--- src/rtl/clause_store_pkg.sv ---
// -----------------------------------------------------------------------------
// clause_store_pkg
// Shared definitions for the per-bin clause store:
//   - 2-bit literal encodings (LIT_NONE / LIT_POS / LIT_NEG; 3 is illegal but
//     is stored unchanged)
//   - learnt-insertion FSM state encoding
//   - freeCountWidth(): width of a counter that can hold 0..n
// -----------------------------------------------------------------------------
package clause_store_pkg;

  localparam logic [1:0] LIT_NONE = 2'd0;
  localparam logic [1:0] LIT_POS  = 2'd1;
  localparam logic [1:0] LIT_NEG  = 2'd2;

  typedef enum logic [1:0] {
    ST_IDLE   = 2'd0,
    ST_SCAN   = 2'd1,
    ST_COMMIT = 2'd2
  } state_e;

  // A count of free slots ranges over 0..n, so it needs one bit more than
  // a slot index.
  function automatic int freeCountWidth(input int n);
    return $clog2(n) + 1;
  endfunction

endpackage

--- src/rtl/clause_store_bin_finder.sv ---
// -----------------------------------------------------------------------------
// lowest_onehot_finder
// Returns a one-hot vector marking the first set bit of i_req, searching
// upward from bit i_start and wrapping around to bit 0. With i_start = 0 it
// is a plain lowest-set-bit finder. Returns all zeros when i_req is zero.
//
// Ports
//   i_req     in  N          request bits
//   i_start   in  $clog2(N)  search start position
//   o_onehot  out N          one-hot winner, 0 if none
// -----------------------------------------------------------------------------
module lowest_onehot_finder #(
  parameter int N = 8
) (
  input  logic [N-1:0]         i_req,
  input  logic [$clog2(N)-1:0] i_start,
  output logic [N-1:0]         o_onehot
);

  localparam int IW = $clog2(N);

  logic          w_found;
  logic [IW-1:0] w_idx;

  // Walk the N positions in rotated order; the first request seen wins.
  always_comb begin
    o_onehot = '0;
    w_found  = 1'b0;
    w_idx    = '0;
    for (int k = 0; k < N; k++) begin
      w_idx = IW'((int'(i_start) + k) % N);
      if (!w_found && i_req[w_idx]) begin
        o_onehot[w_idx] = 1'b1;
        w_found         = 1'b1;
      end
    end
  end

endmodule

--- src/rtl/clause_store_bin.sv ---
// -----------------------------------------------------------------------------
// clause_store_bin
// Per-bin clause store: NUM_CLAUSES_A_BIN slots, each holding a length and
// NUM_VARS_A_BIN 2-bit literals, plus per-slot valid and learnt flags.
// Original clauses arrive through the one-hot base write port; learnt clauses
// arrive over a valid/ready handshake and are placed in the lowest free slot
// by a three-state IDLE -> SCAN -> COMMIT sequencer. A registered read port
// returns slot contents one cycle after the request.
//
// Build option
//   CLAUSE_STORE_EVICT_EN  when defined, a full bin still accepts learnt
//                          clauses and overwrites learnt slots round-robin
//                          starting from an eviction pointer.
//
// Ports
//   clk, rst                      clock (rising edge), async active-low reset
//   wr_i / clause_len_i /
//     clause_lits_i               one-hot base write (slot valid, learnt=0)
//   del_i                         bit-mask invalidate
//   learnt_valid_i / learnt_ready_o /
//     learnt_len_i / learnt_lits_i  learnt clause handshake
//   learnt_done_o / learnt_index_o  commit pulse and one-hot slot written
//   learntc_insert_index_o        one-hot lowest free slot, 0 if full
//   rd_en_i / rd_index_i          read request
//   rd_valid_o / rd_len_o /
//     rd_lits_o / rd_learnt_o     read response, one cycle later
//   free_count_o, full_o, empty_o occupancy status
// -----------------------------------------------------------------------------
module clause_store_bin
  import clause_store_pkg::*;
#(
  parameter int NUM_CLAUSES_A_BIN = 8,
  parameter int NUM_VARS_A_BIN    = 8,
  parameter int WIDTH_C_LEN       = 5
) (
  input  logic                                          clk,
  input  logic                                          rst,
  input  logic [NUM_CLAUSES_A_BIN-1:0]                  wr_i,
  input  logic [WIDTH_C_LEN-1:0]                        clause_len_i,
  input  logic [2*NUM_VARS_A_BIN-1:0]                   clause_lits_i,
  input  logic [NUM_CLAUSES_A_BIN-1:0]                  del_i,
  input  logic                                          learnt_valid_i,
  output logic                                          learnt_ready_o,
  input  logic [WIDTH_C_LEN-1:0]                        learnt_len_i,
  input  logic [2*NUM_VARS_A_BIN-1:0]                   learnt_lits_i,
  output logic                                          learnt_done_o,
  output logic [NUM_CLAUSES_A_BIN-1:0]                  learnt_index_o,
  output logic [NUM_CLAUSES_A_BIN-1:0]                  learntc_insert_index_o,
  input  logic                                          rd_en_i,
  input  logic [$clog2(NUM_CLAUSES_A_BIN)-1:0]          rd_index_i,
  output logic                                          rd_valid_o,
  output logic [WIDTH_C_LEN-1:0]                        rd_len_o,
  output logic [2*NUM_VARS_A_BIN-1:0]                   rd_lits_o,
  output logic                                          rd_learnt_o,
  output logic [freeCountWidth(NUM_CLAUSES_A_BIN)-1:0]  free_count_o,
  output logic                                          full_o,
  output logic                                          empty_o
);

  localparam int N   = NUM_CLAUSES_A_BIN;
  localparam int IW  = $clog2(N);
  localparam int LW  = 2 * NUM_VARS_A_BIN;
  localparam int FCW = freeCountWidth(N);

  // Slot storage
  logic [N-1:0]             r_validMap;
  logic [N-1:0]             r_learntMap;
  logic [WIDTH_C_LEN-1:0]   r_lenMem  [N];
  logic [LW-1:0]            r_litsMem [N];

  // Insertion sequencer
  state_e                   r_state;
  logic [WIDTH_C_LEN-1:0]   r_latLen;
  logic [LW-1:0]            r_latLits;
  logic [N-1:0]             r_target;

  // Read port
  logic                     r_rdValid;
  logic [WIDTH_C_LEN-1:0]   r_rdLen;
  logic [LW-1:0]            r_rdLits;
  logic                     r_rdLearnt;

  logic [N-1:0]             w_freeOneHot;
  logic [FCW-1:0]           w_freeCount;
  logic                     w_evictAllowed;
  logic                     w_conflict;
  logic                     w_commit;

  lowest_onehot_finder #(.N(N)) u_freeFinder (
    .i_req    (~r_validMap),
    .i_start  ({IW{1'b0}}),
    .o_onehot (w_freeOneHot)
  );

`ifdef CLAUSE_STORE_EVICT_EN
  logic [IW-1:0]            r_evictPtr;
  logic                     r_targetEvict;
  logic [N-1:0]             w_victimOneHot;
  logic [IW-1:0]            w_targetIdx;
  logic [IW-1:0]            w_nextPtr;

  assign w_evictAllowed = 1'b1;

  // Victims are valid learnt slots; original clauses are never evicted.
  lowest_onehot_finder #(.N(N)) u_victimFinder (
    .i_req    (r_validMap & r_learntMap),
    .i_start  (r_evictPtr),
    .o_onehot (w_victimOneHot)
  );

  // Binary index of the current target, used to advance the pointer past it.
  always_comb begin
    w_targetIdx = '0;
    for (int i = 0; i < N; i++) begin
      if (r_target[i]) w_targetIdx = IW'(i);
    end
    w_nextPtr = (w_targetIdx == IW'(N - 1)) ? '0 : w_targetIdx + 1'b1;
  end
`else
  assign w_evictAllowed = 1'b0;
`endif

  // Occupancy status straight from the registered valid map.
  always_comb begin
    w_freeCount = '0;
    for (int i = 0; i < N; i++) begin
      w_freeCount = w_freeCount + FCW'(!r_validMap[i]);
    end
  end

  assign free_count_o           = w_freeCount;
  assign full_o                 = (w_freeCount == '0);
  assign empty_o                = (w_freeCount == FCW'(N));
  assign learntc_insert_index_o = w_freeOneHot;

  // A base write or delete touching the commit target wins over the commit;
  // the learnt clause is then retried from SCAN.
  assign w_conflict     = |((wr_i | del_i) & r_target);
  assign w_commit       = (r_state == ST_COMMIT) && !w_conflict;
  assign learnt_ready_o = (r_state == ST_IDLE) && (!full_o || w_evictAllowed);
  assign learnt_done_o  = w_commit;
  assign learnt_index_o = w_commit ? r_target : '0;

  // Learnt insertion sequencer: latch the clause, pick a slot, then commit.
  always_ff @(posedge clk or negedge rst) begin
    if (!rst) begin
      r_state   <= ST_IDLE;
      r_latLen  <= '0;
      r_latLits <= '0;
      r_target  <= '0;
`ifdef CLAUSE_STORE_EVICT_EN
      r_evictPtr    <= '0;
      r_targetEvict <= 1'b0;
`endif
    end else begin
      case (r_state)
        ST_IDLE: begin
          if (learnt_valid_i && learnt_ready_o) begin
            r_latLen  <= learnt_len_i;
            r_latLits <= learnt_lits_i;
            r_state   <= ST_SCAN;
          end
        end
        ST_SCAN: begin
          if (|w_freeOneHot) begin
            r_target <= w_freeOneHot;
`ifdef CLAUSE_STORE_EVICT_EN
            r_targetEvict <= 1'b0;
`endif
            r_state  <= ST_COMMIT;
          end
`ifdef CLAUSE_STORE_EVICT_EN
          else if (|w_victimOneHot) begin
            r_target      <= w_victimOneHot;
            r_targetEvict <= 1'b1;
            r_state       <= ST_COMMIT;
          end
`endif
        end
        ST_COMMIT: begin
          if (w_conflict) begin
            r_state <= ST_SCAN;
          end else begin
            r_state <= ST_IDLE;
`ifdef CLAUSE_STORE_EVICT_EN
            if (r_targetEvict) r_evictPtr <= w_nextPtr;
`endif
          end
        end
        default: r_state <= ST_IDLE;
      endcase
    end
  end

  // Slot arrays. Per slot the base write beats the delete, which beats the
  // learnt commit.
  always_ff @(posedge clk or negedge rst) begin
    if (!rst) begin
      r_validMap  <= '0;
      r_learntMap <= '0;
      for (int s = 0; s < N; s++) begin
        r_lenMem[s]  <= '0;
        r_litsMem[s] <= '0;
      end
    end else begin
      for (int s = 0; s < N; s++) begin
        if (wr_i[s]) begin
          r_validMap[s]  <= 1'b1;
          r_learntMap[s] <= 1'b0;
          r_lenMem[s]    <= clause_len_i;
          r_litsMem[s]   <= clause_lits_i;
        end else if (del_i[s]) begin
          r_validMap[s]  <= 1'b0;
        end else if (w_commit && r_target[s]) begin
          r_validMap[s]  <= 1'b1;
          r_learntMap[s] <= 1'b1;
          r_lenMem[s]    <= r_latLen;
          r_litsMem[s]   <= r_latLits;
        end
      end
    end
  end

  // Registered read port; it samples the arrays before any same-cycle
  // update, so a colliding write returns the old contents.
  always_ff @(posedge clk or negedge rst) begin
    if (!rst) begin
      r_rdValid  <= 1'b0;
      r_rdLen    <= '0;
      r_rdLits   <= '0;
      r_rdLearnt <= 1'b0;
    end else begin
      r_rdValid <= rd_en_i;
      if (rd_en_i) begin
        r_rdLen    <= r_lenMem[rd_index_i];
        r_rdLits   <= r_litsMem[rd_index_i];
        r_rdLearnt <= r_learntMap[rd_index_i];
      end
    end
  end

  assign rd_valid_o  = r_rdValid;
  assign rd_len_o    = r_rdLen;
  assign rd_lits_o   = r_rdLits;
  assign rd_learnt_o = r_rdLearnt;

endmodule
--- config.mk ---
export PLATFORM = sky130hd
export DESIGN_NAME = clause_store_bin
export DESIGN_NICKNAME = d
export VERILOG_FILES = /design/src/rtl/clause_store_pkg.sv /design/src/rtl/clause_store_bin_finder.sv /design/src/rtl/clause_store_bin.sv
export SDC_FILE = /design/constraint.sdc
export NUM_CORES = 1
export LEC_CHECK = 0
export ABC_AREA = 1
export BUFFER_PORTS_ARGS = -buffer_cell sky130_fd_sc_hd__buf_4
export CELL_PAD_IN_SITES_DETAIL_PLACEMENT = 0
export CELL_PAD_IN_SITES_GLOBAL_PLACEMENT = 1
export CORE_ASPECT_RATIO = 1.75
export CORE_UTILIZATION = 46
export CTS_BUF_LIST = sky130_fd_sc_hd__clkbuf_2
export DETAILED_ROUTE_END_ITERATION = 6
export PLACE_DENSITY = 0.9
export RECOVER_POWER = 25
export SLEW_MARGIN = 20
export SYNTH_ARGS = -nofsm -noshare
export SYNTH_HDL_FRONTEND = slang
export SYNTH_SLANG_ARGS = --single-unit
export TNS_END_PERCENT = 20
--- constraint.sdc ---
create_clock -name clk -period 4 [get_ports clk]
set_clock_uncertainty 0.15 [all_clocks]
set_input_delay 0.4 -clock clk [delete_from_list [all_inputs] [get_ports clk]]
set_output_delay 0.4 -clock clk [all_outputs]
set_load 0.02 [all_outputs]
==> reports/summary.txt <==
Critical Path End Type: primary output
CP max stage delay: 0.58 ns
Peak VDD IR: 0.000438 V
Final Critical Period: 4.79 ns
vias per cell: 5.54
P&R area growth vs syn: 13.8%
synthesis warning total: 0
worst skew pair latency: 0.93 ns
DIE WIDTH: 132 um
worst min path class: input port to flip-flop
Sink Count: 238
post-synthesis register bit count: 238
fin worst setup slack: -0.787 ns
GR Overflow Total: 0
commonest non-fill, non-tap cell in the layout: nand2_1
Avg WL per Cell: 19.1 um
Starting Density: 47.0%
Worst-Margin Slew: 3.07 ns
Worst-path clk slew: 0.13 ns
outcome: complete, but fails checks
Residual DRC: 3
kind of critical path: flip-flop to primary output
RSZ-0062 raised after global routing: true
violated checks: design-rule violations, max-capacitance violations, max-slew violations, negative setup slack
Mapped Cells: 1839
Slew Limit Headroom: -105%
Core Area: 28800 sq um
DP Worst Slack: 0.103 ns
Buffers on Ports: 111
f_max: 0.209 GHz
routed wire length: 45100 um
final setup fails: 6
PwrDens: 489 nW/um^2
final slew viol count: 93
r2r setup slk: 0.24 ns
CP max stage cell: fa_1
Root Driver: clkbuf_2
share of post-route cells with drive strength above 1: 13.4%
cell count after placement: 2191
first-pass GRT wire length: 70300 um
Clock H-tree levels: 2
FP Rows: 82
routability cong.: 0.852
vias in the first global route: 12855
number of I/O pins: 112
initial antenna violation count: 1
Synth cell types: 28
commonest cells after routing, fill and taps aside: nand2_1 (602), nand3_1 (240), dfrtp_1 (238)
gr usage total: 30.2%
Hold Crit Depth: 3
total CTS buffers: 57
Crit Path Max Fanout: 3
Fin Setup TNS: -3.11 ns
critical path arrival: 4.24 ns
DP HPWL: 27800 um
Iter 0 DRT Violations: 1119
Via Count: 13098
die area: 30100 sq um
Post-Syn Area: 13500 sq um
nets: 2022
max_cap viols: 2
Reg2Reg Depth: 14
Fin. Hold Viols: 0
register area share after synthesis: 44.0%
crit-path cells: inv_2 > fa_1 > fa_1 > fa_1 > ha_4 > inv_2 > fa_2 > xnor2_4 > nor3_2 > nand2_2 > inv_2 > nor3_2 > buf_4
filler cell count: 2855
critical path required time: 3.45 ns
hold_ws: 0.0649 ns
Die H: 229 um
Clock Tree Buf Depth: 3
Mean Syn Cell Area: 7.36 sq um
Startpoint Class: flip-flop
largest net degree at the start of global routing: 90
TritonCTS clock tree: yes
syn_nets: 1913
leakage: 7.98 nW
fin crit share: 120%
fin cells: 2366
First-pass DRT Iterations: 7
Final ANT Viol Nets: 0
-- critical path: cells and delay by family (launching register included) --
family	cells	cell delay [ns]
xor gates and xnor gates	1	0.20
adders and majority gates	5	2.11
buffers and inverters	4	0.33
DFF	1	0.37
and+or+nand+nor	3	0.29
-- state kept, by name, summed over array words and instances (netlist names), 8 cells and up --
register	count
r_litsMem	128
rd_lits_o	16
r_lenMem	40
r_validMap	8
r_target	8
r_learntMap	8
r_latLits	16
-- synthesized netlist by cell type --
cell | number | share of area [%]
nand2_1 | 604 | 17
nand3_1 | 240 | 8.9
dfrtp_1 | 238 | 44
o21ai_0 | 213 | 7.9
inv_1 | 177 | 4.9
clkbuf_1 | 67 | 1.9
o21ai_1 | 56 | 2.1
o211ai_1 | 52 | 2.9
a21oi_1 | 44 | 1.6
buf_6 | 36 | 3.0
buf_1 | 29 | 0.80
inv_2 | 15 | 0.42
buf_2 | 11 | 0.41
clkbuf_2 | 9 | 0.33
nand2_4 | 8 | 0.67
nand4_4 | 8 | 1.3
nor2_1 | 7 | 0.19
ha_1 | 5 | 0.46
a21oi_2 | 4 | 0.26
fa_1 | 4 | 0.59
nand4_1 | 2 | 0.092
nor2_8 | 2 | 0.30
nor3_1 | 2 | 0.074
nor4_1 | 2 | 0.092
clkinv_1 | 1 | 0.028
nand2_2 | 1 | 0.046
nor2_4 | 1 | 0.083
xnor2_1 | 1 | 0.065
-- cells by family (layout without fill, tap and decap cells) --
family,after synthesis,in the layout,synth area share [%]
compound gates,369,369,14.7
xor+xnor,1,1,0.0647
fa+ha+maj,9,9,1.05
buf+inv,345,493,11.7
flops,238,238,44.0
other cells,0,1,0
simple gates,877,877,28.4
-- layout make-up --
cell class / instances / area (sq um) / area share, %
flip-flops and latches: 238 / 5960 / 38.7
clock inverters: 12 / 45.0 / 0.293
diodes: 1 / 2.50 / 0.0163
repair buffers: 202 / 1720 / 11.2
clock buffers: 86 / 430 / 2.80
multi-input cells: 1256 / 6050 / 39.3
well taps: 378 / 473 / 3.07
inverters: 193 / 724 / 4.70
-- timing repair --
action,CTS,global route
hold buffers,74,0
endpoints found under the hold margin,336,0
pin swaps,5,3
gates resized for setup,12,1
setup buffers,0,2
setup endpoints to repair,7,7
-- metrics by stage --
stage	util, %	area, sq um	total power, mW
floorplan	-	13600	5.00
global placement	49.1	14200	5.78
detailed placement	49.1	14200	5.87
CTS	53.5	15400	7.57
global route	53.4	15400	8.03
finish	53.4	15400	7.54
-- routing by layer --
metal  wire length, um  global-route usage, %
met1             16100                   32.4
met5                 0                      0
met2             23000                   53.4
met4              3580                   24.3
met3              2430                   3.48
-- worst paths after layout --
| kind | from | end |
|---|---|---|
| min in group asynchronous | rst | r_learntMap[5] |
| setup / recovery | r_validMap[1] | learnt_ready_o |
| hold reg to reg | r_learntMap[0] | r_learntMap[0] |
| hold / removal | del_i[4] | r_validMap[4] |
| max in group asynchronous | rst | r_litsMem[91] |
| setup reg to reg | r_validMap[1] | r_latLits[7] |
-- report_power, final --
part / internal (mW) / switching, mW
clock network: 0.563 / 1.01
logic: 0.884 / 1.76
registers: 2.98 / 0.339
No activity file was read; power rests on OpenSTA's default activity.
